## src/rtl/parking_fee.sv

```systemverilog
// Parking fee calculator: tracks per-slot entry times and charges RATE per started hour past a free grace period.
// Optional feature macro PARK_OVERNIGHT_EN: exits earlier in the day than their entry are billed across midnight.
module parking_fee #(
  parameter int SLOT_W   = 3,
  parameter int RATE     = 5,
  parameter int FREE_MIN = 15
) (
  input  logic                 clk,
  input  logic                 reset,
  input  logic [5:0]           hour,
  input  logic [5:0]           minute,
  input  logic                 enter,
  input  logic                 exit,
  input  logic [SLOT_W-1:0]    slot,
  output logic                 fee_valid,
  input  logic                 fee_ready,
  output logic [11:0]          fee,
  output logic [10:0]          duration,
  output logic [SLOT_W-1:0]    fee_slot,
  output logic                 busy,
  output logic                 err,
  output logic [2**SLOT_W-1:0] occupied
);

  localparam int SLOTS = 2**SLOT_W;
  localparam logic [10:0] FREE_W = 11'(FREE_MIN);
  localparam logic [11:0] RATE_W = 12'(RATE);

  typedef enum logic [1:0] {IDLE, SUB, DONE} state_t;

  state_t      state, state_next;
  logic [10:0] entry [SLOTS];
  logic [10:0] rem;
  logic [4:0]  hrs;
  logic [10:0] now;
  logic [10:0] entry_sel;
  logic [10:0] dur_calc;
  logic        is_occ;
  logic        wrap;
  logic        do_enter, do_exit, do_drop, err_next;

  assign now       = 11'(hour) * 11'd60 + 11'(minute);
  assign entry_sel = entry[slot];
  assign is_occ    = occupied[slot];
  assign wrap      = now < entry_sel;

`ifdef PARK_OVERNIGHT_EN
  assign dur_calc = wrap ? 11'(12'(now) + 12'd1440 - 12'(entry_sel)) : now - entry_sel;
`else
  assign dur_calc = now - entry_sel;
`endif

  assign fee_valid = (state == DONE);
  assign busy      = (state != IDLE);

  always_ff @(posedge clk or posedge reset) begin
    if (reset) state <= IDLE;
    else       state <= state_next;
  end

  // Events are only honoured in IDLE; anything else is flagged and ignored.
  always_comb begin
    state_next = state;
    do_enter   = 1'b0;
    do_exit    = 1'b0;
    do_drop    = 1'b0;
    err_next   = 1'b0;
    case (state)
      IDLE: begin
        if (enter && exit) begin
          err_next = 1'b1;
        end else if (enter) begin
          if (is_occ) err_next = 1'b1;
          else        do_enter = 1'b1;
        end else if (exit) begin
          if (!is_occ) begin
            err_next = 1'b1;
          end else begin
`ifndef PARK_OVERNIGHT_EN
            if (wrap) begin
              do_drop  = 1'b1;
              err_next = 1'b1;
            end else
`endif
            begin
              do_exit    = 1'b1;
              state_next = SUB;
            end
          end
        end
      end
      SUB: begin
        if (rem == 11'd0) state_next = DONE;
        if (enter || exit) err_next = 1'b1;
      end
      DONE: begin
        if (fee_ready) state_next = IDLE;
        if (enter || exit) err_next = 1'b1;
      end
      default: state_next = IDLE;
    endcase
  end

  // Hours are counted by repeated subtraction of 60 so no divider is needed.
  always_ff @(posedge clk or posedge reset) begin
    if (reset) begin
      occupied <= '0;
      for (int i = 0; i < SLOTS; i++) entry[i] <= '0;
      fee      <= '0;
      duration <= '0;
      fee_slot <= '0;
      hrs      <= '0;
      rem      <= '0;
      err      <= 1'b0;
    end else begin
      err <= err_next;
      if (do_enter) begin
        occupied[slot] <= 1'b1;
        entry[slot]    <= now;
      end
      if (do_drop) occupied[slot] <= 1'b0;
      if (do_exit) begin
        occupied[slot] <= 1'b0;
        fee_slot       <= slot;
        duration       <= dur_calc;
        rem            <= dur_calc;
        hrs            <= '0;
      end
      if (state == SUB) begin
        if (rem == 11'd0) begin
          fee <= (duration < FREE_W) ? 12'd0 : 12'(hrs) * RATE_W;
        end else begin
          rem <= (rem >= 11'd60) ? rem - 11'd60 : 11'd0;
          hrs <= hrs + 5'd1;
        end
      end
    end
  end

endmodule

```

## config.mk

```make
export PLATFORM = sky130hd
export DESIGN_NAME = parking_fee
export DESIGN_NICKNAME = d
export VERILOG_FILES = /design/src/rtl/parking_fee.sv
export SDC_FILE = /design/constraint.sdc
export NUM_CORES = 1
export LEC_CHECK = 0
export CAP_MARGIN = 5
export CORE_ASPECT_RATIO = 1.25
export CORE_MARGIN = 3
export CORE_UTILIZATION = 59
export DETAILED_ROUTE_END_ITERATION = 12
export HOLD_SLACK_MARGIN = 0.12
export PLACE_DENSITY_LB_ADDON = 0.05
export SLEW_MARGIN = 10
export SYNTH_ARGS = -nofsm -noshare
export SYNTH_HDL_FRONTEND = slang
export SYNTH_SLANG_ARGS = --single-unit
```

## constraint.sdc

```tcl
create_clock -name clk -period 6.45 [get_ports clk]
set_input_delay 1.6125 -clock clk [delete_from_list [all_inputs] [get_ports clk]]
set_output_delay 1.6125 -clock clk [all_outputs]
set_load 0.05 [all_outputs]
```

==> results.txt, run 1 <==
- The run finished with clean final reports.
- Type of origin of the critical path: input port
* Length of the first detailed-routing pass in iterations: 5
- The top cell type by area accounts for 44.1% of the synthesized area.
* Floorplan die area: 14,600 sq um
* Drt wl/cell: 17.9 um
* Sequential cell area fraction in the yosys report: 44.1%
* Share of total power in sequential cells: 31.1%
* Reported leakage power: 4.36 nW
* Number of warnings issued by yosys: 0
- The initial antenna violation count came to 0.
- Storage cell area: 3430 sq um
- Area grow syn2layout: 18.6%
* Pint: 2.72 mW
- From bottom edge to top edge, the die measures 134 um.
* Starting utilization of the core area: 60.8%
- Fraction of the cycle the final worst path needs: 94.6%
- Measured along the x axis, the die boundary spans 109 um.
- Switching fraction of total power: 40.8%
* EDFF count, synth: 0
- Tmin final: 6100 ps
* Number of port buffers: 52
- Via density per instance: 5.90
* Number of distinct standard cells referenced by the synthesized netlist: 63
* Footprint of the multi-input gates: 3970 sq um
- Maximum operating frequency: 164 MHz
- CORE AREA: 12,800 sq um
- The post-route netlist has 15.8% of its cells at a drive strength greater than 1.
* GP Congestion: 0.892
- Number of vias in the routed layout: 6,046
- Row count: 46
* Combined global-route utilization of all metal layers: 26.8%
* Antenna Violating Nets Remaining: 0
- Post-CTS repair changed the size of 0 cells.
- Headroom to the max-slew limit came out at 40.5%.
- Clock network fraction of total power: 21.7%
* Clock H-tree levels: 4
* Longest Clk Path Bufs: 2
* CTS root buf: sky130_fd_sc_hd__clkbuf_16
- Mean post-synth cell area: 10.1 sq um
* Yosys reg bits: 137
- After synthesis, the share of flip-flops with an asynchronous set or reset is 100%.
* Sum of overflow across all layers after global routing: 0
* Yosys top cell by area: sky130_fd_sc_hd__dfrtp_1
* Synth Instances: 771
- Power per cell area: 498 nW/um^2
- The total count of max-transition violations in the final report came to 0.
- The path class of the tightest hold or removal check is reg2reg.
* Largest net degree at the start of global routing: 58
- During I/O placement, the number of pins put on the boundary was 57.
* Transition time at the pin with the least slew margin: 888 ps
- Number of fill cells in the layout: 937
- Part of the total power dissipated in combinational logic: 47.2%
- Peak supply drop: 0.266 mV
- The critical path is of the in2reg type.
- 0 antenna diodes ended up in the layout.
- CTS Hold Bufs: 0
- Max-cap violations in this run came to 0.
- After routing, the total negative slack on setup checks comes to 0 ps.
* Final cell area excluding filler cells: 9220 sq um
- CTS clock-pin slew for the worst setup and hold paths: 60 ps
- Setup violations remaining at the end of the flow were counted as 0.
* Buffers inserted during post-CTS setup optimization: 0
- Post-synth top flop: sky130_fd_sc_hd__dfrtp_1
- At the later pin of the worst-skew pair, clock insertion delay measures 420 ps.
* Number of remaining DRC errors: 0
* Unrepaired setup endpoints after global routing: false
* Number of DRC violations after detailed-routing iteration 0: 389
- The mapped netlist covers 7770 sq um.
- STA puts the critical path data arrival time at 6400 ps.
- Wires add up to 18.4 mm.
* Placed cell areas: 8610 sq um
- Instance count after placement with tap cells included: 993
- Net switching power of the design: 1.87 mW
* Clock tree from TritonCTS: built
* Setup Skew: 10.4 ps
- Worst hold slack after final layout: 477 ps
- Total CTS buffers: 17
* Commonest cells in the synthesized netlist: 137 x sky130_fd_sc_hd__dfrtp_1, 115 x sky130_fd_sc_hd__nand2_1, 80 x sky130_fd_sc_hd__o21ai_0
- The number of hold-slack violations in the final timing report is 0.
- Of all nets on the critical path, the largest fanout is 10.
- Biggest area contributors in the synthesized netlist: sky130_fd_sc_hd__dfrtp_1 44%, sky130_fd_sc_hd__mux2_2 6.5%, sky130_fd_sc_hd__ha_1 6.4%, sky130_fd_sc_hd__nand2_1 5.6%, sky130_fd_sc_hd__o21ai_0 5.2%
- Counting every sink on the clock net gives 137.
* Via count of the first global-routing pass: 6,260
* Crit path capture type: flip-flop
- At the end of the flow, the number of nets in the layout was 916.
* Critical path data required time: 6750 ps
- Once layout is complete, the cells apart from fillers number 1,025.
* Detailed placer's ending HPWL: 13.1 mm
- sky130_fd_sc_hd__dfrtp_1 is the most common cell in the netlist.
- Global-route wire length before repair: 30.5 mm
* Overall power: 4.59 mW
## power by group through the flow
stage / clock network, mW / registers (mW) / logic [mW]
5_1_grt: 1.04 / 1.47 / 2.39
3_3_place_gp: 0 / 1.41 / 2.08
3_5_place_dp: 0 / 1.44 / 2.14
2_1_floorplan: 0 / 1.65 / 1.23
6_report: 0.995 / 1.43 / 2.16
4_1_cts: 1.01 / 1.43 / 2.16
## layer usage
metal | global-route usage (%) | wire (um) | vias to the layer above
li1 | - | - | 2857
met3 | 5.30 | 837 | 42
met1 | 32.9 | 7400 | 2990
met4 | 8.63 | 472 | 0
met5 | 0 | 0 | -
met2 | 47.0 | 9690 | 157
## sequential cells by signal (all words and copies together) (netlist names)
signal / cells
hrs: 5
rem: 11
fee_slot: 3
entry: 88
occupied: 8
duration: 11
state: 2
err: 1
fee: 8
## cell families after synthesis
logic type	after synthesis	share of synthesized area (%)
AND/OR/NAND/NOR	216	12.7
AO/OA/AOI/OAI	187	14.9
flip-flops	137	44.1
buffers and inverters	92	5.09
multiplexers	69	11.7
adder cells (fa/ha/maj)	52	9.53
XOR/XNOR	17	2.01
other	1	0.0482
## cells in the final DEF, fill, tap and decap left out, types with 4 or more instances in the layout
cell type,synthesis,routed
sky130_fd_sc_hd__nor2_1,31,31
sky130_fd_sc_hd__a221oi_1,8,8
sky130_fd_sc_hd__mux2_2,45,45
sky130_fd_sc_hd__clkinv_4,0,4
sky130_fd_sc_hd__and2_1,5,5
sky130_fd_sc_hd__inv_1,56,55
sky130_fd_sc_hd__o21ai_0,80,79
sky130_fd_sc_hd__mux2i_1,10,10
sky130_fd_sc_hd__a21o_1,9,9
sky130_fd_sc_hd__a21oi_1,33,33
sky130_fd_sc_hd__fa_1,12,12
sky130_fd_sc_hd__a22oi_1,10,10
sky130_fd_sc_hd__buf_4,6,34
sky130_fd_sc_hd__nor3_1,8,8
sky130_fd_sc_hd__o221ai_1,4,4
sky130_fd_sc_hd__dfrtp_1,137,137
sky130_fd_sc_hd__clkbuf_16,0,17
sky130_fd_sc_hd__nand2_1,115,115
sky130_fd_sc_hd__conb_1,1,4
sky130_fd_sc_hd__xnor2_1,7,7
sky130_fd_sc_hd__and3_1,5,5
sky130_fd_sc_hd__xor2_1,9,9
sky130_fd_sc_hd__clkdlybuf4s50_1,0,52
sky130_fd_sc_hd__nand3_1,15,15
sky130_fd_sc_hd__nand2b_1,5,5
sky130_fd_sc_hd__nor2b_1,10,10
sky130_fd_sc_hd__nand4_1,4,4
sky130_fd_sc_hd__mux4_2,12,12
sky130_fd_sc_hd__o21a_1,6,6
sky130_fd_sc_hd__ha_1,40,40
## stage by stage
step	util, %	worst slack, ps
finish	72.2	351
global route	72.2	35.2
CTS	72.1	204
detailed placement	67.4	-211
global placement	67.4	-39.4
floorplan	-	496
## area by class of cell
class / count / area share [%]
well taps: 168 / 2.28
clock inverters: 13 / 1.85
clock buffers: 19 / 4.70
inverters: 56 / 2.31
flip-flops and latches: 137 / 37.2
repair buffers: 87 / 8.63
multi-input cells: 545 / 43.1
## worst paths after layout
path / startpoint / end / slack (ps) / cells past startpoint
worst max-delay path: hour[2] / rem[4] / 350 / 19
max in group asynchronous: reset / entry[14] / 3660 / 3
worst min-delay path: fee_slot[0] / fee_slot[0] / 480 / 2
worst max register to register: entry[80] / duration[9] / 3500 / 10
worst min register to register: fee_slot[0] / fee_slot[0] / 480 / 2
min in group asynchronous: reset / entry[55] / 1640 / 2
## worst max-delay path: stages
cell and delay [ps]:
sky130_fd_sc_hd__clkdlybuf4s50_1 520, sky130_fd_sc_hd__inv_1 110, sky130_fd_sc_hd__fa_1 490, sky130_fd_sc_hd__fa_1 510, sky130_fd_sc_hd__inv_1 40, sky130_fd_sc_hd__ha_1 310, sky130_fd_sc_hd__nor2b_1 150, sky130_fd_sc_hd__o31a_1 270
sky130_fd_sc_hd__a21oi_1 260, sky130_fd_sc_hd__o2111ai_1 180, sky130_fd_sc_hd__xor2_1 230, sky130_fd_sc_hd__inv_1 90, sky130_fd_sc_hd__ha_1 340, sky130_fd_sc_hd__and3_1 170, sky130_fd_sc_hd__nand4_1 90, sky130_fd_sc_hd__a21oi_1 280
sky130_fd_sc_hd__o21a_2 300, sky130_fd_sc_hd__o22ai_1 120, sky130_fd_sc_hd__a211o_1 320
No activity file was read; power rests on OpenSTA's default activity.
==> run 2, diff against run 1 <==
--- a/config.mk
+++ b/config.mk
@@ -9,6 +9,7 @@
 export CORE_ASPECT_RATIO = 1.25
 export CORE_MARGIN = 3
 export CORE_UTILIZATION = 59
+export CTS_CLUSTER_DIAMETER = 50
 export DETAILED_ROUTE_END_ITERATION = 12
 export HOLD_SLACK_MARGIN = 0.12
 export PLACE_DENSITY_LB_ADDON = 0.05
==> results of run 2 <==
No change in the layout: final DEF, timing and power equal those of run 1.
